### config.mk
export PLATFORM = sky130hd
export DESIGN_NAME = sobel_stream
export DESIGN_NICKNAME = d
export VERILOG_FILES = /design/src/rtl/sobel_pkg.sv /design/src/rtl/sobel_line_buf.sv /design/src/rtl/sobel_stream.sv
export SDC_FILE = /design/constraint.sdc
export NUM_CORES = 1
export LEC_CHECK = 0
export CORE_MARGIN = 5
export CORE_UTILIZATION = 55
export DETAILED_ROUTE_END_ITERATION = 12
export DONT_BUFFER_PORTS = 1
export PLACE_DENSITY = 0.76
export SLEW_MARGIN = 40
export SYNTH_ARGS = -nofsm -noshare
export SYNTH_HDL_FRONTEND = slang
export SYNTH_HIERARCHICAL = 1
export SYNTH_SLANG_ARGS = --single-unit
export TNS_END_PERCENT = 100
### constraint.sdc
create_clock -name clk -period 23.4 [get_ports clk]
set_input_delay 4.68 -clock clk [delete_from_list [all_inputs] [get_ports clk]]
set_output_delay 4.68 -clock clk [all_outputs]
set_load 0.01 [all_outputs]
### src/rtl/sobel_pkg.sv
// Shared definitions for the streaming Sobel edge detector: output mode
// encodings, kernel weights and the internal magnitude width rule.
package sobel_pkg;

  // Output selection, latched once per frame
  typedef enum logic {
    MODE_BIN = 1'b0,
    MODE_MAG = 1'b1
  } sobel_mode_e;

  // Sobel kernel weights: outer taps and centre tap of each difference row
  localparam int K_EDGE   = 1;
  localparam int K_CENTRE = 2;

  // Guard bits so that |Gx|+|Gy| (at most 8 * pixel max) never overflows
  localparam int MAG_GUARD = 3;

  function automatic int mag_width(input int pix_w);
    return pix_w + MAG_GUARD;
  endfunction

endpackage

### src/rtl/sobel_line_buf.sv
// Two-line history for the 3x3 window. lb0 holds the previous image line and
// lb1 the line before that, both indexed by the current column. Reads are
// combinational so the old contents are seen before the same-address write.
module sobel_line_buf
  import sobel_pkg::*;
#(
  parameter int PIX_W = 8,
  parameter int IMG_W = 64
) (
  input  logic                     clk,
  input  logic                     wr_en,
  input  logic [$clog2(IMG_W)-1:0] col,
  input  logic [PIX_W-1:0]         pix,
  output logic [PIX_W-1:0]         prev1_pix,
  output logic [PIX_W-1:0]         prev2_pix
);

  logic [PIX_W-1:0] lb0 [IMG_W];
  logic [PIX_W-1:0] lb1 [IMG_W];

  assign prev1_pix = lb0[col];
  assign prev2_pix = lb1[col];

  // Age the column by one line on every accepted pixel; contents are not reset
  always_ff @(posedge clk) begin
    if (wr_en) begin
      lb1[col] <= lb0[col];
      lb0[col] <= pix;
    end
  end

endmodule

### src/rtl/sobel_stream.sv
// Streaming 3x3 Sobel edge detector. Accepts raster-order pixels through a
// valid/ready handshake, keeps a 3x3 window fed from two line buffers and
// emits one result per interior pixel through a single output register.
module sobel_stream
  import sobel_pkg::*;
#(
  parameter  int PIX_W = 8,
  parameter  int IMG_W = 64,
  parameter  int IMG_H = 64,
  localparam int MAG_W = mag_width(PIX_W)
) (
  input  logic             clk,
  input  logic             reset,
  input  logic             in_valid,
  output logic             in_ready,
  input  logic [PIX_W-1:0] in_pix,
  input  logic [MAG_W-1:0] thresh,
  input  logic             mode,
  output logic             out_valid,
  input  logic             out_ready,
  output logic [PIX_W-1:0] out_pix,
  output logic             out_last,
  output logic             frame_done
);

  localparam int COL_W = $clog2(IMG_W);
  localparam int ROW_W = $clog2(IMG_H);

  localparam logic [COL_W-1:0] COL_LAST  = COL_W'(IMG_W - 1);
  localparam logic [ROW_W-1:0] ROW_LAST  = ROW_W'(IMG_H - 1);
  localparam logic [COL_W-1:0] COL_FIRST_OUT = COL_W'(2);
  localparam logic [ROW_W-1:0] ROW_FIRST_OUT = ROW_W'(2);

  localparam logic [MAG_W-1:0]        PIX_MAX  = MAG_W'((1 << PIX_W) - 1);
  localparam logic signed [MAG_W-1:0] W_EDGE   = MAG_W'(K_EDGE);
  localparam logic signed [MAG_W-1:0] W_CENTRE = MAG_W'(K_CENTRE);

  logic [COL_W-1:0] col;
  logic [ROW_W-1:0] row;

  logic [MAG_W-1:0] thresh_q;
  sobel_mode_e      mode_q;

  // win[r][c]: r = 0 top .. 2 bottom, c = 0 left .. 2 right (newest column)
  logic [PIX_W-1:0] win     [3][3];
  logic [PIX_W-1:0] win_nxt [3][3];

  logic [PIX_W-1:0] prev1_pix;
  logic [PIX_W-1:0] prev2_pix;

  logic accept;
  logic frame_start;
  logic produce;
  logic is_last;

  logic signed [MAG_W-1:0] p [9];
  logic signed [MAG_W-1:0] gx;
  logic signed [MAG_W-1:0] gy;
  logic [MAG_W-1:0]        abs_gx;
  logic [MAG_W-1:0]        abs_gy;
  logic [MAG_W-1:0]        mag;
  logic [PIX_W-1:0]        result;

  assign in_ready    = !out_valid | out_ready;
  assign accept      = in_valid & in_ready;
  assign frame_start = (row == '0) && (col == '0);
  assign produce     = accept && (row >= ROW_FIRST_OUT) && (col >= COL_FIRST_OUT);
  assign is_last     = (row == ROW_LAST) && (col == COL_LAST);

  sobel_line_buf #(
    .PIX_W (PIX_W),
    .IMG_W (IMG_W)
  ) u_line_buf (
    .clk       (clk),
    .wr_en     (accept),
    .col       (col),
    .pix       (in_pix),
    .prev1_pix (prev1_pix),
    .prev2_pix (prev2_pix)
  );

  // Window as it will look after this accept: shift left, append the new column
  always_comb begin
    for (int r = 0; r < 3; r++) begin
      win_nxt[r][0] = win[r][1];
      win_nxt[r][1] = win[r][2];
      win_nxt[r][2] = '0;
    end
    win_nxt[0][2] = prev2_pix;
    win_nxt[1][2] = prev1_pix;
    win_nxt[2][2] = in_pix;
  end

  // Zero-extend the nine taps (row-major p0..p8) and form both gradients
  always_comb begin
    for (int i = 0; i < 9; i++) begin
      p[i] = $signed({{(MAG_W - PIX_W){1'b0}}, win_nxt[i / 3][i % 3]});
    end
    gx = (W_EDGE * p[2] + W_CENTRE * p[5] + W_EDGE * p[8])
       - (W_EDGE * p[0] + W_CENTRE * p[3] + W_EDGE * p[6]);
    gy = (W_EDGE * p[6] + W_CENTRE * p[7] + W_EDGE * p[8])
       - (W_EDGE * p[0] + W_CENTRE * p[1] + W_EDGE * p[2]);
  end

  // Magnitude and per-frame output formatting (threshold or saturate)
  always_comb begin
    abs_gx = gx[MAG_W-1] ? MAG_W'(-gx) : MAG_W'(gx);
    abs_gy = gy[MAG_W-1] ? MAG_W'(-gy) : MAG_W'(gy);
    mag    = abs_gx + abs_gy;
    result = '0;
    if (mode_q == MODE_MAG) begin
      result = (mag > PIX_MAX) ? {PIX_W{1'b1}} : mag[PIX_W-1:0];
    end else begin
      result = (mag > thresh_q) ? {PIX_W{1'b1}} : {PIX_W{1'b0}};
    end
  end

  // Raster position of the next pixel to be accepted
  always_ff @(posedge clk or negedge reset) begin
    if (!reset) begin
      col <= '0;
      row <= '0;
    end else if (accept) begin
      if (col == COL_LAST) begin
        col <= '0;
        row <= (row == ROW_LAST) ? '0 : row + ROW_W'(1);
      end else begin
        col <= col + COL_W'(1);
      end
    end
  end

  // Threshold and mode are frozen for the whole frame at its first pixel
  always_ff @(posedge clk or negedge reset) begin
    if (!reset) begin
      thresh_q <= '0;
      mode_q   <= MODE_BIN;
    end else if (accept && frame_start) begin
      thresh_q <= thresh;
      mode_q   <= sobel_mode_e'(mode);
    end
  end

  // 3x3 window advances one column per accepted pixel
  always_ff @(posedge clk or negedge reset) begin
    if (!reset) begin
      for (int r = 0; r < 3; r++) begin
        for (int c = 0; c < 3; c++) begin
          win[r][c] <= '0;
        end
      end
    end else if (accept) begin
      for (int r = 0; r < 3; r++) begin
        for (int c = 0; c < 3; c++) begin
          win[r][c] <= win_nxt[r][c];
        end
      end
    end
  end

  // Single output stage; reloads in the same cycle a held result is taken
  always_ff @(posedge clk or negedge reset) begin
    if (!reset) begin
      out_valid <= 1'b0;
      out_pix   <= '0;
      out_last  <= 1'b0;
    end else if (produce) begin
      out_valid <= 1'b1;
      out_pix   <= result;
      out_last  <= is_last;
    end else if (out_ready) begin
      out_valid <= 1'b0;
    end
  end

  // One-cycle pulse after the final result of a frame is taken downstream
  always_ff @(posedge clk or negedge reset) begin
    if (!reset) begin
      frame_done <= 1'b0;
    end else begin
      frame_done <= out_valid & out_ready & out_last;
    end
  end

endmodule

==> tab_implementation.tex <==
\begin{tabular}{lr}
\hline
Metric & Value \\
\hline
\multicolumn{2}{l}{\textbf{Worst setup path}} \\
\quad Launch point of the worst path & col[0] \\
\quad CP Capture Type & flop \\
\quad Worst EP arrival & 12.89 ns \\
\quad Worst Setup Path Type & reg -> reg \\
\quad Depth of the worst register-to-register path & 37 \\
\quad CP max FO & 50 \\
\quad Setup slack, reg-to-reg & 11.05 ns \\
\quad Crit path to & out\_pix[5] \\
\quad CP Launch Type & flop \\
\quad Worst Path Required & 23.94 ns \\
\quad Largest incremental delay on the critical path & 0.80 ns \\
\quad Reg2Reg Capture Point & out\_pix[5] \\
\quad Reg2Reg Launch Point & col[0] \\
\quad Standard cell with the maximum stage delay on the critical path & sky130\_fd\_sc\_hd\_\_buf\_4 \\
\multicolumn{2}{l}{\textbf{Die}} \\
\quad Total core area & 0.0833 mm\^{}2 \\
\quad Area of the die & 0.0894 mm\^{}2 \\
\quad Horiz. Die Dim & 299 um \\
\quad Effective utilization at floorplan & 55.2\% \\
\quad Boundary pin count & 36 \\
\quad Row cnt & 106 \\
\quad Die H & 299 um \\
\multicolumn{2}{l}{\textbf{Timing}} \\
\quad Least-Margin Pin Slew & 0.976 ns \\
\quad Setup repair after global routing missed its margin & false \\
\quad Final hold viol count & 0 \\
\quad PnR worst setup slack & 11.05 ns \\
\quad Total setup violations reported at the end of the flow & 0 \\
\quad Rel. slew slack & 34.3\% \\
\quad Fmax & 0.0810 GHz \\
\quad Final worst-path cycle share & 52.8\% \\
\quad Total negative slack for setup checks & 0 ns \\
\quad Final setup skew & 0.0604 ns \\
\quad Minimum period implied by the final worst setup slack & 12.35 ns \\
\quad Count of pins over their slew limit & 0 \\
\multicolumn{2}{l}{\textbf{CTS}} \\
\quad Clock Sink Count & 1107 \\
\quad Number of buffers between clock root and the deepest sink & 3 \\
\quad Root Driver & sky130\_fd\_sc\_hd\_\_clkbuf\_16 \\
\quad Worst-skew pair later-pin latency & 0.71 ns \\
\quad TritonCTS clock tree & built \\
\quad Clock edge transition at the registers on the reported setup and hold paths & 0.06 ns \\
\quad Cts hold-fix bufs & 0 \\
\quad Number of gates resized after cts & 0 \\
\quad Buffer count from post-CTS setup fixing & 0 \\
\quad Htree depth & 3 \\
\quad Number of buffers added by the clock tree synthesis step & 104 \\
\multicolumn{2}{l}{\textbf{Synth}} \\
\quad Number of enable-type register cells in the synthesized netlist & 1024 \\
\quad Synthesized instance count & 2951 \\
\quad Part of the Yosys area used for sequential elements & 71.4\% \\
\quad Warnings, synthesis & 6 \\
\quad Cell taking the most area after synthesis & sky130\_fd\_sc\_hd\_\_edfxtp\_1 \\
\quad Syn Nets & 3091 \\
\quad Share of synthesized registers carrying an async set or reset & 7.50\% \\
\quad Main synth FF type & sky130\_fd\_sc\_hd\_\_edfxtp\_1 \\
\quad Post-synth cell types & 76 \\
\quad Area share of the largest cell type after synthesis & 66.9\% \\
\quad Register bit total from synthesis & 1107 \\
\quad Main area contributors after synthesis & sky130\_fd\_sc\_hd\_\_edfxtp\_1 (67\%), sky130\_fd\_sc\_hd\_\_dfrtp\_1 (4.5\%), sky130\_fd\_sc\_hd\_\_a22oi\_1 (3.7\%), sky130\_fd\_sc\_hd\_\_fa\_1 (2.7\%), sky130\_fd\_sc\_hd\_\_a221oi\_1 (2.3\%) \\
\quad Combined area of all synthesized cells & 0.0460 mm\^{}2 \\
\quad Most numerous cell in the Yosys netlist & sky130\_fd\_sc\_hd\_\_edfxtp\_1 \\
\quad Synth cell count leaders & sky130\_fd\_sc\_hd\_\_edfxtp\_1 (1024), sky130\_fd\_sc\_hd\_\_a22oi\_1 (228), sky130\_fd\_sc\_hd\_\_nand2\_1 (157), sky130\_fd\_sc\_hd\_\_o21ai\_0 (142), sky130\_fd\_sc\_hd\_\_inv\_1 (139) \\
\quad Mapped Avg Cell Area & 15.6 um\^{}2 \\
\multicolumn{2}{l}{\textbf{Placement}} \\
\quad DP Worst Slack & 11.15 ns \\
\quad Total half-perimeter wirelength after legalization and detailed placement & 78300 um \\
\quad IO Port Bufs & 0 \\
\quad RD Place Congestion & 0.996 \\
\quad Placed inst area & 0.0475 mm\^{}2 \\
\multicolumn{2}{l}{\textbf{Finish}} \\
\quad Number of fill cells & 5883 \\
\quad Post-route cell area & 0.0510 mm\^{}2 \\
\quad Area grow syn2layout & 10.9\% \\
\quad Layout cell share with drive strength beyond 1 & 12.5\% \\
\quad Number of nets in the final layout & 3143 \\
\multicolumn{2}{l}{\textbf{Routing}} \\
\quad DRC violations left & 0 \\
\quad DRT iter0 DRCs & 4565 \\
\quad First-pass iteration count of the detailed router & 7 \\
\quad DRT antenna net count & 0 \\
\quad Total number of vias & 28700 \\
\quad WL/cell & 31.5 um \\
\quad Total wire length & 131000 um \\
\quad DR vias/cell & 6.89 \\
\multicolumn{2}{l}{\textbf{Status}} \\
\quad Status & finished clean \\
\multicolumn{2}{l}{\textbf{Global route}} \\
\quad Total congestion overflow after global routing & 0 \\
\quad GRT Resource Usage Total & 28.9\% \\
\quad Number of antenna violations at the first check in global routing & 6 \\
\quad Number of global-route vias before repair & 28700 \\
\quad Global-route wire length before repair & 190000 um \\
\quad Maximum number of pins on one net before global-route repair & 89 \\
\multicolumn{2}{l}{\textbf{Job}} \\
\quad Max Cap Viol & 0 \\
\multicolumn{2}{l}{\textbf{Min path}} \\
\quad Path category of the worst min-delay check & reg -> reg \\
\hline
\end{tabular}
## how the worst min path moves through the flow
stage	slack, ns	cells past startpoint	from	to
2_1_floorplan	0.44	2	p[44]	p[55]
3_3_place_gp	0.45	2	p[44]	p[55]
3_5_place_dp	0.47	2	p[45]	p[45]
4_1_cts	0.48	2	p[45]	p[45]
5_1_grt	0.51	2	p[44]	p[55]
6_report	0.47	2	p[44]	p[55]
## worst max-delay path: cells and delay by family (launching register included)
kind	cells	cell delay (ns)
fa+ha+maj	6	2.49
flops	1	0.68
simple gates	8	2.05
xor+xnor	1	0.41
buf+inv	7	2.59
compound gates	14	3.54
mux	1	0.32
## flip-flops by register name (all words and copies together) (netlist names)
register and flops:
col 6, frame_done 1, mode_q 1, out_last 1, out_pix 8, out_valid 1
p 48, row 6, thresh_q 11, u_line_buf/lb0 512, u_line_buf/lb1 512
## placed cells by master, fill, tap and decap left out, drive strengths merged, types with 6 or more instances in the layout
cell type,synthesis,final
a22oi,228,228
nor3,24,24
nor3b,6,6
nor4,10,10
nand2,157,157
fa,63,63
or4,13,13
clkinvlp,0,6
nand3,19,19
a211oi,15,15
mux4,28,28
nand2b,16,16
edfxtp,1024,1024
o21a,7,7
a21oi,75,75
ha,53,53
nand4,12,12
xor2,11,11
o32ai,9,9
nor2,124,124
a22o,21,21
o21ai,143,143
xnor2,27,27
a31oi,16,16
dfrtp,83,83
inv,142,143
and3,11,11
o221ai,15,15
mux2i,63,63
mux2,46,46
or3,12,12
clkbuf,66,126
o22ai,66,66
a221oi,122,122
clkinv,0,46
nor2b,17,17
bufinv,0,14
a21o,16,16
a2bb2oi,8,8
buf,116,128
## cell families (layout without fill, tap and decap cells)
logic type,count (synthesis),after routing,share of synthesized area [%]
mux,137,137,3.90
xor+xnor,39,39,0.779
buf+inv,324,463,3.13
flops,1107,1107,71.4
simple gates,439,439,4.48
other cells,0,2,0
fa+ha+maj,116,116,4.19
compound gates,789,789,12.1
## stage by stage
| stage | cells | util [%] | hold WS, ns |
|---|---|---|---|
| after floorplan | 2951 | - | 0.439 |
| after detailed placement | 3977 | 57.0 | 0.465 |
| after global routing | 4170 | 61.2 | 0.507 |
| after CTS | 4170 | 61.2 | 0.480 |
| final | 4172 | 61.2 | 0.473 |
| after global placement | 3976 | 57.0 | 0.448 |
## final cells by class
class                   instances  area, um^2  share of cell area [%]
diodes                          2        5.00                 0.00982
clock buffers                 126        2730                    5.35
clock inverters                67         762                    1.49
inverters                     142         533                    1.05
multi-input cells            1520       11800                    23.1
flip-flops and latches       1107       32800                    64.4
well taps                    1080        1350                    2.65
repair buffers                128         973                    1.91
## per-layer routing
metal | wire [um] | track usage (%) | vias to the layer above
li1 | - | - | 11700
met1 | 44600 | 37.3 | 14100
met4 | 8330 | 14.9 | 6
met3 | 18300 | 8.73 | 496
met2 | 60000 | 44.7 | 2391
met5 | 195 | 0.649 | -
Power is left out: the tool's default activity adds up to more than one toggle a clock period on the data nets, which glitch-free logic cannot reach.
